## src/rtl/ibex_instr_bus_arb.sv

```systemverilog
// Two-port round-robin arbiter for the instruction memory port. Holds the
// chosen address until the memory grants it and routes responses in issue order.
module ibex_instr_bus_arb #(
  parameter int unsigned MaxOutstanding = 2
) (
  input  logic        clk_i,
  input  logic        rst_ni,

  input  logic        req0_i,
  input  logic [31:0] addr0_i,
  output logic        gnt0_o,
  output logic        rvalid0_o,
  output logic [31:0] rdata0_o,
  output logic        err0_o,

  input  logic        req1_i,
  input  logic [31:0] addr1_i,
  output logic        gnt1_o,
  output logic        rvalid1_o,
  output logic [31:0] rdata1_o,
  output logic        err1_o,

  output logic        instr_req_o,
  output logic [31:0] instr_addr_o,
  input  logic        instr_gnt_i,
  input  logic        instr_rvalid_i,
  input  logic [31:0] instr_rdata_i,
  input  logic        instr_err_i,

  output logic        busy_o
);

  localparam int unsigned PtrW = (MaxOutstanding > 1) ? $clog2(MaxOutstanding) : 1;
  localparam int unsigned CntW = $clog2(MaxOutstanding + 1);
  localparam logic [CntW-1:0] CntMax  = CntW'(MaxOutstanding);
  localparam logic [PtrW-1:0] PtrLast = PtrW'(MaxOutstanding - 1);

  logic                      prio_q;
  logic                      lock_q;
  logic                      lock_id_q;
  logic [MaxOutstanding-1:0] id_q;
  logic [PtrW-1:0]           wr_ptr_q;
  logic [PtrW-1:0]           rd_ptr_q;
  logic [CntW-1:0]           count_q;

  logic sel;
  logic can_issue;
  logic grant;
  logic pop;
  logic head;
  logic fifo_empty;

  function automatic logic [PtrW-1:0] ptr_inc(input logic [PtrW-1:0] p);
    return (p == PtrLast) ? '0 : p + PtrW'(1);
  endfunction

  // A pending (locked) request must be re-presented unchanged until granted.
  always_comb begin
    sel = prio_q;
    if (lock_q) begin
      sel = lock_id_q;
    end else if (req0_i && !req1_i) begin
      sel = 1'b0;
    end else if (req1_i && !req0_i) begin
      sel = 1'b1;
    end
  end

  assign fifo_empty   = (count_q == '0);
  assign can_issue    = (count_q < CntMax) | instr_rvalid_i;
  assign instr_req_o  = can_issue & (req0_i | req1_i | lock_q);
  assign instr_addr_o = sel ? addr1_i : addr0_i;
  assign grant        = instr_req_o & instr_gnt_i;
  assign gnt0_o       = grant & ~sel;
  assign gnt1_o       = grant & sel;

  // A response arriving while nothing is outstanding is never routed.
  assign head      = id_q[rd_ptr_q];
  assign pop       = instr_rvalid_i & ~fifo_empty;
  assign rvalid0_o = pop & ~head;
  assign rvalid1_o = pop & head;
  assign rdata0_o  = instr_rdata_i;
  assign rdata1_o  = instr_rdata_i;
  assign err0_o    = instr_err_i & rvalid0_o;
  assign err1_o    = instr_err_i & rvalid1_o;
  assign busy_o    = ~fifo_empty | instr_req_o;

  always_ff @(posedge clk_i or negedge rst_ni) begin
    if (!rst_ni) begin
      prio_q    <= 1'b0;
      lock_q    <= 1'b0;
      lock_id_q <= 1'b0;
      id_q      <= '0;
      wr_ptr_q  <= '0;
      rd_ptr_q  <= '0;
      count_q   <= '0;
    end else begin
      if (grant) begin
        prio_q <= ~sel;
        lock_q <= 1'b0;
      end else if (instr_req_o) begin
        lock_q    <= 1'b1;
        lock_id_q <= sel;
      end
      if (grant) begin
        id_q[wr_ptr_q] <= sel;
        wr_ptr_q       <= ptr_inc(wr_ptr_q);
      end
      if (pop) begin
        rd_ptr_q <= ptr_inc(rd_ptr_q);
      end
      case ({grant, pop})
        2'b10:   count_q <= count_q + CntW'(1);
        2'b01:   count_q <= count_q - CntW'(1);
        default: count_q <= count_q;
      endcase
    end
  end

  a_one_grant: assert property (@(posedge clk_i) disable iff (!rst_ni)
    !(gnt0_o && gnt1_o));
  a_no_stray_rvalid: assert property (@(posedge clk_i) disable iff (!rst_ni)
    instr_rvalid_i |-> !fifo_empty);
  a_err_with_rvalid: assert property (@(posedge clk_i) disable iff (!rst_ni)
    instr_err_i |-> instr_rvalid_i);
  a_addr_ok: assert property (@(posedge clk_i) disable iff (!rst_ni)
    instr_req_o |-> (instr_addr_o[1:0] == 2'b00) && !$isunknown(instr_addr_o));
  a_lock_req_held: assert property (@(posedge clk_i) disable iff (!rst_ni)
    lock_q |-> (lock_id_q ? req1_i : req0_i));
  a_lock_addr_stable: assert property (@(posedge clk_i) disable iff (!rst_ni)
    lock_q |-> instr_addr_o == $past(instr_addr_o));

endmodule

```

## config.mk

```make
export PLATFORM = sky130hd
export DESIGN_NAME = ibex_instr_bus_arb
export DESIGN_NICKNAME = d
export VERILOG_FILES = /design/src/rtl/ibex_instr_bus_arb.sv
export SDC_FILE = /design/constraint.sdc
export NUM_CORES = 1
export LEC_CHECK = 0
export CAP_MARGIN = 20
export CORE_UTILIZATION = 21
export DETAILED_ROUTE_END_ITERATION = 6
export PLACE_DENSITY = 0.81
export SLEW_MARGIN = 20
export SYNTH_ARGS = -nofsm -noshare
export SYNTH_HDL_FRONTEND = slang
export SYNTH_SLANG_ARGS = --single-unit
```

## constraint.sdc

```tcl
create_clock -name clk_i -period 1.85 [get_ports clk_i]
set_clock_uncertainty 0.1 [all_clocks]
set_input_delay 0.37 -clock clk_i [delete_from_list [all_inputs] [get_ports clk_i]]
set_output_delay 0.37 -clock clk_i [all_outputs]
set_load 0.01 [all_outputs]
```

Word-level counts from Yosys, hierarchy flattened
Cells that the tools add are included.
Widths: inputs -> output; s select.
- multiplexer cells: 14
- order comparisons: 4
- reduce and logical (&&, ||, !) cells: 9
- bitwise operators: 17
- add/sub/neg operators: 4
- equality and inequality tests: 2
- operators by type and width (operator ; count):
    $mux 32 ; 1
    $mux 1 ; 10
    $and 1x1->1 ; 9
    $lt 1x2->1 const B ; 2
    $not 1->1 ; 4
    $or 1x1->1 ; 4
    $pmux 2 s2 ; 1
    $reduce_bool 2->1 ; 2
    $logic_and 1x1->1 ; 3
    $add 1x1->1 const B ; 2
    $add 2x1->2 const B ; 1
    $bwmux 2 ; 1
    $eq 2x1->1 const B ; 1
    $eq 2x2->1 const B ; 1
    $logic_not 1->1 ; 2
    $logic_not 2->1 ; 1
    $lt 2x2->1 const B ; 1
    $reduce_and 2->1 ; 1
    $sub 2x1->2 const B ; 1
    $demux 1 s1 ; 1
    $ge 1x1->1 const B ; 1
- output and inout bits: 104
- bits of input ports: 103
- word-level logic and storage cells: 57
- register bits: 9

Logic depth before layout (Yosys ltp)
- depth in word-level cells: 7
- gate-level depth with buffers: 6
- gate-level depth less buffers: 6

Worst setup path before layout
Ideal clock, no wire load.
- path type: input-to-output
- start: input req0_i
- end: output instr_addr_o[18]
- required time: 1.380 ns
- data arrival time: 1.433 ns
- path buffers: 1
- path slack: -0.053 ns
- cell stages on the path: 5
- cell sequence: inv_1 > a21oi_2 > o31ai_4 > buf_6 > mux2_1
- word-level cells in the longest chain between the ends: 6
- elaborated cells between the ends (all ways): 7
- those cells by class: mux: 4; reduce/logical: 3
- RTL lines (item ; line ; text):
    start, declared ; 9 ; input logic req0_i,
    $logic_not 1->1 ; 64 ; end else if (req1_i && !req0_i) begin
    $logic_and 1x1->1 ; 64 ;
    $mux 1 ; 64 ;
    $mux 1 * ; 62 ; end else if (req0_i && !req1_i) begin
    $mux 1 * ; 60 ; if (lock_q) begin
    $mux 32 * ; 72 ; assign instr_addr_o = sel ? addr1_i : addr0_i;
    end, declared ; 24 ; output logic [31:0] instr_addr_o,
Mark *: on every way between the ends. The rest lies on a longest branch, timed or not.

Final worst setup path
- start: register prio_q
- end: output instr_addr_o[25]
- word-level cells in the longest chain between the ends: 4
- RTL lines (item ; line ; text):
    start, declared ; 38 ; logic prio_q;
    start signal, assigned ; 99 ; prio_q <= ~sel;
    $mux 1 ; 64 ;
    $mux 1 ; 62 ;
    $mux 1 ; 60 ;
    $mux 32 ; 72 ;
No other way between the ends.

==> metrics.md <==
| Metric | Value |
|---|---|
| Switching portion of total power | 0.3411 |
| Clock Power Share | 0.069 |
| Number of max-cap violations | 0 |
| DR WL/cell | 14.50 um |
| Clk slew on worst S/H paths | 50 ps |
| Synth cell types | 27 |
| First-pass DRT Iterations | 2 |
| Violated checks | negative setup slack |
| Area grow syn2layout | 101.3% |
| Antenna-violating nets left | 0 |
| Clock Path Buffers | 2 |
| Clock root cell | clkbuf_8 |
| Critical path arrival | 1750 ps |
| HPWL after detailed placement | 3091 um |
| Max IR drop VDD | between 0.0005 and 0.0006 V |
| Final period util | 1.199 |
| Min cycle time layout | 2219 ps |
| Comb pwr share | 0.811 |
| Cell Area, Synth | 1353 um2 |
| RSZ-0062 raised after global routing | yes |
| Largest net degree at the start of global routing | 10 |
| Worst setup EP type | primary output |
| Synthesized instance count | 147 |
| Skew-Pair Late Insertion Delay | 230 ps |
| Clk sink count | 9 |
| Die Wd | slightly above 80 um |
| Critical path fanouts, max | 5 |
| Fin cells | 305 |
| Num ports | 207 |
| Setup_tns | -12220 ps |
| Cts hold-fix bufs | 0 |
| WP data required | 1380 ps |
| Die extent in y | between 80 and 90 um |
| H-tree Lvls | 1 |
| Final Max Slew Viols | 0 |
| Startpoint types | flop |
| Max_slew headroom | 0.7014 |
| Type of the most critical hold path | in -> async |
| TritonCTS clock tree | built |
| Setup-failing EPs final | 38 |
| Most frequent cells in the layout | clkdlybuf4s50_1, buf_6, mux2_4 |
| YS warnings | 0 |
| NetSw | 1.150 mW |
| Outcome | complete, but fails checks |
| Core area | 6061 um2 |
| Maximum operating frequency | roughly 450 MHz |
| Most common cell after layout, fill and taps aside | clkdlybuf4s50_1 |
| Residual DRC | 0 |
| Hold slack | between 300 and 400 ps |
| Synthesized area per cell | 9.201 um2 |
| Power per cell area | 1238 nW/um2 |
| Pint | 2.221 mW |
| First-pass GRT wire length | 5940 um |
| Leak | between 1 and 1.5 nW |
| Layout cells sized above 1 | 0.5652 |
| Sequential share of the synthesized area | 0.1665 |
| Initial antenna violation count | 0 |
| Core Util, Final | 0.4492 |
| Number of antenna diodes | 0 |
| Routed WL | 4422 um |
| Initial drt markers | 11 |
| GP Congestion | just over 0.7 |
| Vias in the first global route | 1312 |
| Nets | roughly 340 |
| Placed Cells incl. Taps | 281 |
| Port Buf Inserts | 110 |
| Initial Util | 0.2232 |
| Net count after synthesis | ~250 |
| Total power | 3.370 mW |
| Sequential Power Share | 0.120 |
| Final Hold Viols | 0 |
| Total gr overflow | 0 |
| Worst slew pin tran | 446.5 ps |
| GRT Total Usage | 0.1173 |
| Via Count | 1267 |
| Inserted Clock Buffers | 3 |
| Setup slack after layout | -368.6 ps |
| #FFs+latches synth | 9 |
| Setup CP Type | reg -> out |
| Vias per cell | 4.154 |
| Die area | 6766 um2 |
| Std-Cell Rows | 28 |
[layer usage]
| layer | track usage | part of all wire |
|---|---|---|
| met1 | 0.1158 | 0.33 |
| met5 | 0 | 0 |
| met4 | 0.03684 | 0.0077 |
| met3 | 0.04396 | 0.11 |
| met2 | 0.2240 | 0.55 |
[registers in the layout (all words and copies together), names as in the netlist]
signal and cells:
count_q 2, id_q 2, lock_q 1, prio_q 1
lock_id_q 1, wr_ptr_q 1, rd_ptr_q 1
[stage by stage]
stage / area, um2 / setup WS (ps)
after floorplan: 1468 / -0.8853
after detailed placement: 2293 / -982.9
after CTS: 2679 / -470.1
after global placement: 2293 / -956.5
final: 2723 / -368.6
after global routing: 2723 / -435.3
[logic make-up after synthesis]
logic type,share of synthesized area
adders and majority gates,0.009249
AOI/OAI and AO/OA,0.06568
muxes,0.2738
and+or+nand+nor,0.06662
buffers and inverters,0.3858
DFF,0.1665
xor gates and xnor gates,0.03238
[power by group through the flow]
stage	logic (mW)	clock network [mW]	registers, mW
after detailed placement	2.02	0	0.377
after CTS	2.72	0.233	0.390
after floorplan	1.22	0	0.375
after global routing	2.92	0.252	0.415
final	2.73	0.233	0.403
after global placement	1.99	0	0.370
[critical path, stage by stage, from the launching register on]
cell and delay (ps):
dfrtp_2 420, nor2_4 50, o31ai_4 300, buf_6 180, buf_16 120, mux2_4 300
buf_6 120
[synth_stat cells, drive strengths merged]
cell,instances,area [um2]
buf,67,514.2
mux2,32,360.3
dfrtp,9,225.2
nor2,8,30.03
xnor2,4,35.03
nand2,3,11.26
o21ai,3,15.01
a21oi,2,13.76
inv,2,7.510
nor3,2,10.01
o31ai,2,28.78
or3,2,12.51
a21o,1,7.510
a31oi,1,6.260
a41oi,1,8.760
and2,1,6.260
and3,1,6.260
ha,1,12.51
mux2i,1,10.01
nand3b,1,7.510
nor2b,1,6.260
o31a,1,8.760
xor2,1,8.760
[timing repair]
item,in CTS,in global routing
endpoints found under the setup margin,43,41
pin swaps,8,10
setup buffers,15,6
gates resized for setup,223,14
gates cloned,4,0
[area by class of cell]
| cell class | count | area, um2 |
|---|---|---|
| multi-input cells | 69 | 829.5 |
| repair buffers | 146 | 1516 |
| inverters | 2 | 10.01 |
| well taps | 75 | 93.84 |
| fillers | 561 | 3338 |
| flip-flops and latches | 9 | 227.7 |
| clock buffers | 4 | 45.04 |
[final timing paths]
check                      startpoint          endpoint  slack, ps  cells past startpoint
setup reg to reg               lock_q        count_q[1]       -170                     10
hold reg to reg               id_q[0]           id_q[0]        440                      2
setup / recovery               prio_q  instr_addr_o[25]       -370                      6
min in group clk_i            id_q[0]           id_q[0]        440                      2
max in group asynchronous      rst_ni            lock_q        970                      1
hold / removal                 rst_ni         lock_id_q        350                      1
Note: power is estimated with default switching activity, not from simulation.
